===== config.mk =====
export PLATFORM = sky130hd
export DESIGN_NAME = rr_arb_select_3_flat
export DESIGN_NICKNAME = d
export VERILOG_FILES = /design/src/rtl/rr_arb_select_3_pkg.sv /design/src/rtl/rr_arb_select_3_if.sv /design/src/rtl/rr_arb_select_3_select.sv /design/src/rtl/rr_arb_select_3.sv /design/src/flat_wrapper.sv
export SDC_FILE = /design/constraint.sdc
export NUM_CORES = 1
export LEC_CHECK = 0
export CAP_MARGIN = 25
export CORE_ASPECT_RATIO = 0.9
export CORE_MARGIN = 2
export CORE_UTILIZATION = 60
export DETAILED_ROUTE_END_ITERATION = 16
export DONT_BUFFER_PORTS = 1
export PLACE_DENSITY_LB_ADDON = 0.08
export SYNTH_ARGS = -nofsm -noshare
export SYNTH_HDL_FRONTEND = slang
export SYNTH_SLANG_ARGS = --single-unit

===== constraint.sdc =====
create_clock -name clk -period 4 [get_ports clk]
set_clock_uncertainty 0.2 [all_clocks]
set_input_delay 0.4 -clock clk [delete_from_list [all_inputs] [get_ports clk]]
set_output_delay 0.4 -clock clk [all_outputs]
set_load 0.01 [all_outputs]

===== src/rtl/rr_arb_select_3_pkg.sv =====
// Shared constants and pointer arithmetic for the
// three-input round-robin arbiter.
package rr_arb_select_3_pkg;

   localparam int NUM_REQ = 3;
   localparam int PTR_W   = 2;

   function automatic logic [PTR_W-1:0] rr_next(
      input logic [PTR_W-1:0] k
   );
      return (k >= 2'd2) ? 2'd0 : k + 2'd1;
   endfunction

   // Offset j from pointer p, modulo the requester count
   function automatic logic [PTR_W-1:0] rr_add(
      input logic [PTR_W-1:0] p,
      input logic [PTR_W-1:0] j
   );
      logic [PTR_W:0] s;
      s = {1'b0, p} + {1'b0, j};
      if (s >= 3'(NUM_REQ))
         s = s - 3'(NUM_REQ);
      return s[PTR_W-1:0];
   endfunction

endpackage


===== src/rtl/rr_arb_select_3_if.sv =====
// Request/grant and output handshake bundle
// of the round-robin arbiter.
interface rr_arb_select_3_if #(
   parameter int dwidth = 32
);
   logic [dwidth-1:0] i0, i1, i2;
   logic              req0, req1, req2;
   logic              ack0, ack1, ack2;
   logic              enable0, enable1, enable2;
   logic [dwidth-1:0] o0;
   logic              o_valid;
   logic              o_ready;

   modport master (
      output i0, i1, i2,
      output req0, req1, req2,
      input  ack0, ack1, ack2,
      input  enable0, enable1, enable2,
      input  o0, o_valid,
      output o_ready
   );

   modport slave (
      input  i0, i1, i2,
      input  req0, req1, req2,
      output ack0, ack1, ack2,
      output enable0, enable1, enable2,
      output o0, o_valid,
      input  o_ready
   );
endinterface


===== src/rtl/rr_arb_select_3_select.sv =====
// 3:1 one-hot select macrocell; AND-OR of the
// enabled inputs.
module select_3_1_wn #(
   parameter int w = 32
) (
   input  logic [w-1:0] d0,
   input  logic [w-1:0] d1,
   input  logic [w-1:0] d2,
   input  logic         e0,
   input  logic         e1,
   input  logic         e2,
   output logic [w-1:0] y
);
   assign y = ({w{e0}} & d0)
            | ({w{e1}} & d1)
            | ({w{e2}} & d2);
endmodule


===== src/rtl/rr_arb_select_3.sv =====
// Three-input round-robin arbiter with a
// one-stage registered output.
module rr_arb_select_3
   import rr_arb_select_3_pkg::*;
#(
   parameter int dwidth = 32
) (
   input logic            clk,
   input logic            rst_n,
   rr_arb_select_3_if.slave bus
);

   logic [PTR_W-1:0]   ptr, p, j, gidx;
   logic [NUM_REQ-1:0] req, rot, gnt;
   logic [2*NUM_REQ-1:0] dbl;
   logic               load_en, hit;
   logic [dwidth-1:0]  sel, o0_q;
   logic               vld_q;

   assign req = {bus.req2, bus.req1, bus.req0};

   always_comb begin
      // Unreachable pointer code 3 behaves as 0
      p       = (ptr == 2'd3) ? 2'd0 : ptr;
      load_en = !vld_q || bus.o_ready;
      dbl     = {req, req} >> p;
      rot     = dbl[NUM_REQ-1:0];
      j       = 2'd0;
      if (rot[0])
         j = 2'd0;
      else if (rot[1])
         j = 2'd1;
      else if (rot[2])
         j = 2'd2;
      gidx = rr_add(p, j);
      hit  = rst_n && load_en && (|req);
      gnt  = hit ? (3'(1) << gidx) : '0;
   end

   select_3_1_wn #(
      .w (dwidth)
   ) u_sel (
      .d0 (bus.i0),
      .d1 (bus.i1),
      .d2 (bus.i2),
      .e0 (gnt[0]),
      .e1 (gnt[1]),
      .e2 (gnt[2]),
      .y  (sel)
   );

   always_ff @(posedge clk or negedge rst_n) begin
      if (!rst_n) begin
         o0_q  <= '0;
         vld_q <= 1'b0;
         ptr   <= '0;
      end else if (load_en) begin
         if (hit) begin
            o0_q  <= sel;
            vld_q <= 1'b1;
            ptr   <= rr_next(gidx);
         end else begin
            vld_q <= 1'b0;
         end
      end
   end

   assign bus.ack0    = gnt[0];
   assign bus.ack1    = gnt[1];
   assign bus.ack2    = gnt[2];
   assign bus.enable0 = gnt[0];
   assign bus.enable1 = gnt[1];
   assign bus.enable2 = gnt[2];
   assign bus.o0      = o0_q;
   assign bus.o_valid = vld_q;

endmodule


===== src/flat_wrapper.sv =====
// flat-port wrapper written by rule: the top's interface ports become plain ports
module rr_arb_select_3_flat import rr_arb_select_3_pkg::*;
#(
   parameter int dwidth = 32
)
  (clk, rst_n, bus_i0, bus_i1, bus_i2, bus_req0, bus_req1, bus_req2, bus_ack0, bus_ack1, bus_ack2, bus_enable0, bus_enable1, bus_enable2, bus_o0, bus_o_valid, bus_o_ready);
  rr_arb_select_3_if #(.dwidth(dwidth)) bus_i ();
  input logic clk;
  input logic rst_n;
  input wire logic [$bits(bus_i.i0)-1:0] bus_i0;
  input wire logic [$bits(bus_i.i1)-1:0] bus_i1;
  input wire logic [$bits(bus_i.i2)-1:0] bus_i2;
  input wire logic [$bits(bus_i.req0)-1:0] bus_req0;
  input wire logic [$bits(bus_i.req1)-1:0] bus_req1;
  input wire logic [$bits(bus_i.req2)-1:0] bus_req2;
  output wire logic [$bits(bus_i.ack0)-1:0] bus_ack0;
  output wire logic [$bits(bus_i.ack1)-1:0] bus_ack1;
  output wire logic [$bits(bus_i.ack2)-1:0] bus_ack2;
  output wire logic [$bits(bus_i.enable0)-1:0] bus_enable0;
  output wire logic [$bits(bus_i.enable1)-1:0] bus_enable1;
  output wire logic [$bits(bus_i.enable2)-1:0] bus_enable2;
  output wire logic [$bits(bus_i.o0)-1:0] bus_o0;
  output wire logic [$bits(bus_i.o_valid)-1:0] bus_o_valid;
  input wire logic [$bits(bus_i.o_ready)-1:0] bus_o_ready;
  assign bus_i.i0 = bus_i0;
  assign bus_i.i1 = bus_i1;
  assign bus_i.i2 = bus_i2;
  assign bus_i.req0 = bus_req0;
  assign bus_i.req1 = bus_req1;
  assign bus_i.req2 = bus_req2;
  assign bus_ack0 = bus_i.ack0;
  assign bus_ack1 = bus_i.ack1;
  assign bus_ack2 = bus_i.ack2;
  assign bus_enable0 = bus_i.enable0;
  assign bus_enable1 = bus_i.enable1;
  assign bus_enable2 = bus_i.enable2;
  assign bus_o0 = bus_i.o0;
  assign bus_o_valid = bus_i.o_valid;
  assign bus_i.o_ready = bus_o_ready;
  rr_arb_select_3 #(.dwidth(dwidth)) u_core (.clk(clk), .rst_n(rst_n), .bus(bus_i));
endmodule

==> results.ini, run 1 <==
[yosys]
synth-compound-area-share_pct = 17.5
synth_edf_count = 0
synthXorXnorAreaFrac_pct = 0
muxShareOfSynthArea_pct = 14.7
ys.flop_type = dfrtp_1
synth_commonest_cells = dfrtp_1, nand2_1, mux2i_1, nand3_1, o211ai_1
synth_top_family_by_area = simple AND/OR/NAND/NOR gates
syn_nets = 321
ys_seq_area_share_pct = 40.1
syn_area_per_cell_um2 = 10.1
yosys.area.top_type = dfrtp_1
ys_types = 33
async_flop_share_pct = 100
synth_fa_ha_area_share_pct = 2.06
synthTopCellsByArea = dfrtp_1, mux2i_1, nand3_1, o211ai_1, o211ai_2
yosysTopAreaCellShare_pct = 40.1
synth_simple_gate_area_share_pct = 20.0
syn_area_mm2 = 0.00219
synth-seq-cells = 35
syn-instance-count = 216
yosys_warnings = 0

[worst_setup_path]
crit_type = flop to primary output
crit_path_end_kind = primary output
ff2ff_path_depth = 12
arrival_ns = 3.17
required_ns = 3.40
cp_max_fo = 7
startpoint_type = flop

[route]
vias_per_cell = 6.53
vias = 1731
drc = 0
drtAntennaViolNets = 0
wl_per_cell_um = 19.9
wl_um = 5290
first_pass_iters = 4
drt_iter0_drc = 69

[sta]
max_freq_mhz = 266
fin_crit_ns = 3.77
period_share_pct = 94.2
tightestPinTransition_ns = 0.756
relSlewSlack_pct = 49.6
hold_ws_ns = 0.0874
fin_tns_setup_ns = 0
setup-violations-final = 0
finalHoldViolations = 0
slew_violations = 0
rsz0062_at_grt = false

[flow_run]
drv_cap = 0

[cts]
cts_max_level = 2
clk_pin_slew_worst_paths_ns = 0.07
cts_buffers = 5
insertion_delay_ns = 0.27
clock-sinks = 35
cts_tree = built
cts_buffer_depth = 2
cts_root_buffer = clkbuf_8

[global_routing]
grt_antenna_before_repair = 0
grt_pass1_wl_um = 7620
grt_overflow = 0
grt_max_degree = 36
grt_usage_pct = 25.1
grt_pass1_vias = 1704

[die]
fp.dieW_um = 67.6
die_y_um = 61.3
initial_core_util_pct = 63.8
core_mm2 = 0.00343
io_pins = 141
row_count = 20
dieArea_mm2 = 0.00414

[layout]
final_area_mm2 = 0.00237
nNetsFinal = 325
fillers = 260
antennaDiodeCount = 0
syn2layout_area_growth_pct = 8.47
final_cells = 265
drive_gt1_share_pct = 18.6

[power]
p_per_area_mw_per_mm2 = 1020
p_leak_nw = 1.11
irDropWorstVdd_v = 0.000717

[placement]
gp_congestion = 0.786
portBuffers = 0
dp.cells = 249
place_area_mm2 = 0.00219
place_hpwl_um = 3730

[worst_hold_path]
min_path_type = input port to flop
min_path_cells = 2

[status]
outcome = completed

cell usage in the layout, fill, tap and decap left out, types with 2 or more instances in the layout:
cell type	instances
inv_1	2
buf_4	14
ha_1	2
nand3_1	32
o21ai_0	2
clkbuf_8	7
mux2i_1	32
nor2_1	3
dfrtp_1	35
nor2b_1	4
o211ai_1	21
o211ai_2	11
nand2_1	35
kinds of logic (layout without fill, tap and decap cells):
| logic type | count (synthesis) | in the layout |
|---|---|---|
| buf+inv | 21 | 26 |
| fa+ha+maj | 3 | 3 |
| compound gates | 41 | 41 |
| flops | 35 | 35 |
| mux | 32 | 32 |
| simple gates | 84 | 84 |
layout make-up:
class                   instances  area [um2]  share of cell area (%)
flip-flops and latches         35         876                    36.9
inverters                       2        7.51                   0.317
multi-input cells             160        1200                    50.5
well taps                      44        55.1                    2.32
clock buffers                   8         100                    4.22
repair buffers                 16         135                    5.70
state kept, by name (all words and copies together) (netlist names):
signal              count
u_core.bus.o_valid      1
u_core.bus.o0          32
u_core.ptr              2
path summary, 6_finish.rpt:
check | startpoint | endpoint | slack, ns
max | u_core.ptr[0] | bus_ack0 | 0.23
min | bus_i2[8] | u_core.bus.o0[8] | 0.09
max reg2reg | u_core.ptr[0] | u_core.bus.o0[0] | 0.39
min reg2reg | u_core.ptr[1] | u_core.ptr[1] | 0.32
max in group asynchronous | rst_n | u_core.bus.o0[0] | 3.03
min in group asynchronous | rst_n | u_core.bus.o0[23] | 0.39
timing repair:
| item | 4_1_cts | 5_1_grt |
|---|---|---|
| gates resized for setup | 0 | 1 |
| endpoints found under the hold margin | 35 | 0 |
| setup buffers | 0 | 6 |
| setup endpoints to repair | 0 | 6 |
| hold buffers | 2 | 0 |
routing by layer:
layer / global-route usage [%] / part of all wire [%] / vias up
met5: 0 / 0 / -
met2: 45.4 / 51 / 97
met1: 28.2 / 38 / 830
li1: - / - / 798
met3: 6.03 / 8.8 / 6
met4: 11.7 / 1.4 / 0
through the flow:
stage / setup WS [ns] / utilization (%) / power, W
finish: 0.234 / 69.2 / 0.00241
global route: 0.0968 / 69.2 / 0.00258
CTS: 0.00583 / 67.8 / 0.00238
floorplan: 0.334 / - / 0.00191
detailed placement: 0.280 / 64.0 / 0.00209
global placement: 0.488 / 64.0 / 0.00202
critical path, stage by stage (launching register included):
cell and delay, ns:
dfrtp_1 0.40, nor2b_1 0.18, nor2b_1 0.16, a221o_1 0.30, ha_1 0.20, fa_1 0.54
ha_1 0.30, nor3_2 0.40, o21ai_4 0.13, nor2_1 0.13, buf_4 0.15
report_power, final:
part | switching, W | leakage (nW) | total (W) | internal, W
Sequential | 0.000193 | 0.433 | 0.000719 | 0.000527
Clock | 0.000119 | 0.0515 | 0.000276 | 0.000157
Combinational | 0.000797 | 0.621 | 0.00141 | 0.000616
Total | 0.00111 | 1.11 | 0.00241 | 0.00130
No activity file was read; power rests on OpenSTA's default activity.
==> run 2, diff against run 1 <==
--- a/config.mk
+++ b/config.mk
@@ -6,7 +6,7 @@
 export NUM_CORES = 1
 export LEC_CHECK = 0
 export CAP_MARGIN = 25
-export CORE_ASPECT_RATIO = 0.9
+export CORE_ASPECT_RATIO = 0.75
 export CORE_MARGIN = 2
 export CORE_UTILIZATION = 60
 export DETAILED_ROUTE_END_ITERATION = 16
==> run 2 against run 1 <==
Effect of this change: hold slack got worse by 0.0081 ns; clock power about the same; design area decreased by 1.6%; sequential share of layout area increased by 0.59 points; via count decreased by 0.52%; core utilization decreased by 0.087 points; global-route usage increased by 1.6 points; combinational power about the same; critical path depth decreased by 1; cell count decreased by 3.0%; count of clock-buffer cells in the layout unchanged; worst setup slack got worse by 0.085 ns; critical path type unchanged; highest routed layer is now met5.
==> results.ini, run 2 (synthesis gave the netlist of run 1 again) <==
[layout]
largest_reg_flops = 32
nNetsFinal = 321
final_area_mm2 = 0.00233
fillers = 265
layout_common_cells = nand2_1, dfrtp_1, mux2i_1, nand3_1, o211ai_1
antennaDiodeCount = 0
drive_gt1_share_pct = 16.6
syn2layout_area_growth_pct = 6.75
final_cells = 257

[die]
fp.dieW_um = 73.7
core_mm2 = 0.00338
dieArea_mm2 = 0.00415
initial_core_util_pct = 64.7
io_pins = 141
die_y_um = 56.3
row_count = 18

[route]
vias_per_cell = 6.70
vias = 1722
drt_iter0_drc = 68
wl_um = 5420
first_pass_iters = 4
drc = 0
drtAntennaViolNets = 0
wl_per_cell_um = 21.1

[power]
seqPwrFrac_pct = 30.3
power.share.switching_pct = 46.6
clockPowerShare_pct = 11.6
p_leak_nw = 1.09
p_int_w = 0.00128
combPwrFrac_pct = 58.1
p_per_area_mw_per_mm2 = 1020
irDropWorstVdd_v = 0.000686
switchingPower_w = 0.00111

[worst_setup_path]
crit_type = flop to primary output
arrival_ns = 3.25
crit_path_end_kind = primary output
cp_max_fo = 5
required_ns = 3.40
cp_slowest_stage_delay_ns = 0.53
slowest_stage = fa_1
cp_cell_sequence = nor2b_1 > nor4b_1 > a221o_1 > ha_1 > fa_1 > ha_1 > o21ba_2 > nor3_4 > and2_1
critical_path.most_common_cell = ha_1
startpoint_type = flop

[sta]
finalWorstSetupSlack_ns = 0.148
slew_violations = 0
relSlewSlack_pct = 52.8
rsz0062_at_grt = false
period_share_pct = 96.3
max_freq_mhz = 260
finalHoldViolations = 0
fin_tns_setup_ns = 0
tightestPinTransition_ns = 0.706
fin_crit_ns = 3.85
setup-violations-final = 0

[placement]
gp_congestion = 0.775
dp_slack_ns = 0.247
portBuffers = 0
place_hpwl_um = 3940
place_area_mm2 = 0.00219
dp.cells = 245

[status]
outcome = completed

[cts]
clock-sinks = 35
cts_buffer_depth = 2
clk_pin_slew_worst_paths_ns = 0.07
cts_tree = built
cts_root_buffer = clkbuf_8
cts_max_level = 2
insertion_delay_ns = 0.28
cts_buffers = 5

[global_routing]
grt_overflow = 0
grt_max_degree = 36
grt_pass1_vias = 1709
grt_antenna_before_repair = 1
grt_usage_pct = 26.7
grt_pass1_wl_um = 8440

[flow_run]
drv_cap = 0

[worst_hold_path]
min_path_type = input port to flop

-- run 2: final timing paths --
kind	start	slack, ns	cells after the start	endpoint
setup / recovery	u_core.ptr[0]	0.15	9	bus_ack2
hold / removal	bus_i2[4]	0.08	2	u_core.bus.o0[4]
setup reg to reg	u_core.ptr[0]	0.31	12	u_core.bus.o0[12]
hold reg to reg	u_core.ptr[1]	0.32	2	u_core.ptr[1]
max in group asynchronous	rst_n	3.06	2	u_core.bus.o0[7]
min in group asynchronous	rst_n	0.36	2	u_core.bus.o0[27]
-- run 2: metrics by stage --
step           power [W]  hold slack [ns]  utilization [%]
6_report         0.00239           0.0793             69.1
5_1_grt          0.00256           0.0779             69.1
4_1_cts          0.00241           0.0760             69.1
3_5_place_dp     0.00210          -0.0951             64.8
3_3_place_gp     0.00203          -0.0950             64.8
2_1_floorplan    0.00191          -0.0956                -
-- run 2: layout make-up --
cell class	instances	area [um2]	share of cell area, %
repair buffers	12	105	4.50
inverters	2	7.51	0.322
flip-flops and latches	35	876	37.5
clock buffers	8	100	4.29
well taps	40	50.0	2.14
multi-input cells	160	1190	51.2
-- run 2: timing repair --
item | CTS | global route
endpoints found under the setup margin | 4 | 0
hold buffers | 2 | 0
setup buffers | 2 | 0
endpoints found under the hold margin | 35 | 0
resized for setup | 0 | 0
-- run 2: power groups by stage --
stage	combinational, W	clock (W)	sequential [W]
6_report	0.00139	0.000277	0.000725
5_1_grt	0.00152	0.000300	0.000743
4_1_cts	0.00140	0.000282	0.000725
3_5_place_dp	0.00138	0	0.000728
3_3_place_gp	0.00131	0	0.000725
2_1_floorplan	0.00123	0	0.000687
-- run 2: worst max-delay path, delay by kind of cell, from the launching register on --
family	cells	cell delay, ns
AO/OA/AOI/OAI	2	0.59
adder cells (fa/ha/maj)	3	1.03
flip-flops	1	0.41
AND/OR/NAND/NOR	4	0.94
-- run 2: per-layer routing --
metal	vias up	share of wire (%)	track usage, %	wire [um]
li1	788	-	-	-
met3	9	8.9	8.26	480
met2	101	48	42.9	2630
met4	2	1.2	8.31	63
met5	-	0.24	0	13
met1	822	41	34.3	2230
==> run 3, diff against run 2 <==
--- a/config.mk
+++ b/config.mk
@@ -9,9 +9,11 @@
 export CORE_ASPECT_RATIO = 0.75
 export CORE_MARGIN = 2
 export CORE_UTILIZATION = 60
+export CTS_BUF_LIST = sky130_fd_sc_hd__clkbuf_4 sky130_fd_sc_hd__clkbuf_8
 export DETAILED_ROUTE_END_ITERATION = 16
 export DONT_BUFFER_PORTS = 1
-export PLACE_DENSITY_LB_ADDON = 0.08
+export PLACE_DENSITY = 0.74
+export SLEW_MARGIN = 5
 export SYNTH_ARGS = -nofsm -noshare
 export SYNTH_HDL_FRONTEND = slang
 export SYNTH_SLANG_ARGS = --single-unit
==> run 3 against run 2 <==
Effect of this change: count of clock-buffer cells in the layout is 3 lower; global-route usage is 0.81 points higher; die area stayed put; sequential cell count stayed put; sequential share of layout area is 0.24 points higher; first-iteration DRC count is 85% higher; core utilization is 0.44 points lower; critical path depth stayed put; combinational power hardly changed; largest power group unchanged.
==> results.ini, run 3 (synthesis gave the netlist of run 1 again) <==
[power]
switchingPower_w = 0.00114
power.share.switching_pct = 47.9
p_leak_nw = 1.08
clockPowerShare_pct = 10.5
combPwrFrac_pct = 59.3
p_per_area_mw_per_mm2 = 1030
p_int_w = 0.00124
power.total_w = 0.00238
irDropWorstVdd_v = 0.000565
seqPwrFrac_pct = 30.2

[sta]
fin_crit_ns = 3.81
fin_tns_setup_ns = 0
setup-violations-final = 0
slew_violations = 0
finalHoldViolations = 0
max_freq_mhz = 262
finalWorstSetupSlack_ns = 0.189
relSlewSlack_pct = 48.8
period_share_pct = 95.3
rsz0062_at_grt = false
tightestPinTransition_ns = 0.766

[route]
wl_um = 5510
first_pass_iters = 4
drc = 0
drt_iter0_drc = 126
vias = 1784
vias_per_cell = 6.97
wl_per_cell_um = 21.5
drtAntennaViolNets = 0

[layout]
drive_gt1_share_pct = 17.1
largest_reg_flops = 32
antennaDiodeCount = 0
layout_common_cells = nand2_1, dfrtp_1, mux2i_1, nand3_1, o211ai_1
syn2layout_area_growth_pct = 6.07
nNetsFinal = 320
final_cells = 256

[cts]
insertion_delay_ns = 0.29
clk_pin_slew_worst_paths_ns = 0.07
cts_tree = built
cts_buffer_depth = 2
clock-sinks = 35
cts_max_level = 2
cts_buffers = 5
cts_root_buffer = clkbuf_8

[global_routing]
grt_pass1_vias = 1762
grt_usage_pct = 27.5
grt_antenna_before_repair = 0
grt_pass1_wl_um = 8650
grt_max_degree = 36
grt_overflow = 0

[worst_setup_path]
startpoint_type = flop
arrival_ns = 3.21
ff2ff_path_depth = 11
cp_max_fo = 4
rrSetupSlack_ns = 0.39
crit_type = flop to primary output
crit_path_end_kind = primary output
required_ns = 3.40

[die]
row_count = 18
initial_core_util_pct = 64.7
fp.dieW_um = 73.7
io_pins = 141
core_mm2 = 0.00338
dieArea_mm2 = 0.00415
die_y_um = 56.3

[placement]
place_hpwl_um = 3920
portBuffers = 0
dp.cells = 245
dp_slack_ns = 0.360
gp_congestion = 0.734

[worst_hold_path]
min_path_cells = 2
min_path_type = input port to flop

[status]
outcome = completed

[flow_run]
drv_cap = 0

run 3: changes by cell type in the layout (fill, tap and decap cells not counted), sizes merged:
cell	change
buf	-1
clkinv	+3
clkbuf	-3
run 3: worst max-delay path, stage by stage (launching register included):
cell	delay (ns)
dfrtp_1	0.40
nor2b_1	0.18
nor2b_1	0.16
a221o_1	0.30
ha_1	0.20
fa_1	0.56
ha_1	0.33
o21ba_2	0.31
nor3_4	0.21
and2_1	0.28
run 3: final timing paths:
path	start	to
setup / recovery	u_core.ptr[0]	bus_ack2
hold / removal	bus_i2[11]	u_core.bus.o0[11]
setup reg to reg	u_core.ptr[0]	u_core.bus.o0[8]
hold reg to reg	u_core.ptr[1]	u_core.ptr[1]
max in group asynchronous	rst_n	u_core.bus.o0[0]
min in group asynchronous	rst_n	u_core.bus.o0[26]
run 3: cell type report:
class / count / area, um2
Clock buffer: 5 / 68.8
Clock inverter: 3 / 15.0
Fill cell: 267 / 1060
Inverter: 2 / 7.51
Multi-Input combinational cell: 160 / 1200
Sequential cell: 35 / 876
Tap cell: 40 / 50.0
Timing Repair Buffer: 11 / 97.6
run 3: layer usage:
layer	track usage [%]	up-vias	wire [um]	part of all wire, %
met4	10.4	0	94	1.7
met2	45.0	120	2800	51
met1	33.6	861	2160	39
li1	-	791	-	-
met5	0	-	0	0
met3	8.62	12	463	8.4
run 3: timing repair:
action | 4_1_cts | 5_1_grt
resized for setup | 0 | 2
buffers inserted | 0 | 1
hold buffers | 2 | 0
endpoints found under the setup margin | 0 | 6
hold endpoints to repair | 35 | 0
run 3: power by group through the flow:
stage          registers [W]  logic (W)  clock network (W)
6_report            0.000720    0.00141           0.000250
5_1_grt             0.000740    0.00155           0.000265
4_1_cts             0.000724    0.00140           0.000252
3_5_place_dp        0.000729    0.00138                  0
3_3_place_gp        0.000722    0.00130                  0
2_1_floorplan       0.000687    0.00123                  0
run 3: through the flow:
stage	instance area [um2]	hold slack (ns)	util (%)
2_1_floorplan	2190	-0.0956	-
3_3_place_gp	2190	-0.0949	64.8
3_5_place_dp	2190	-0.0951	64.8
4_1_cts	2300	0.0721	68.1
5_1_grt	2320	0.0752	68.6
6_report	2320	0.0735	68.6
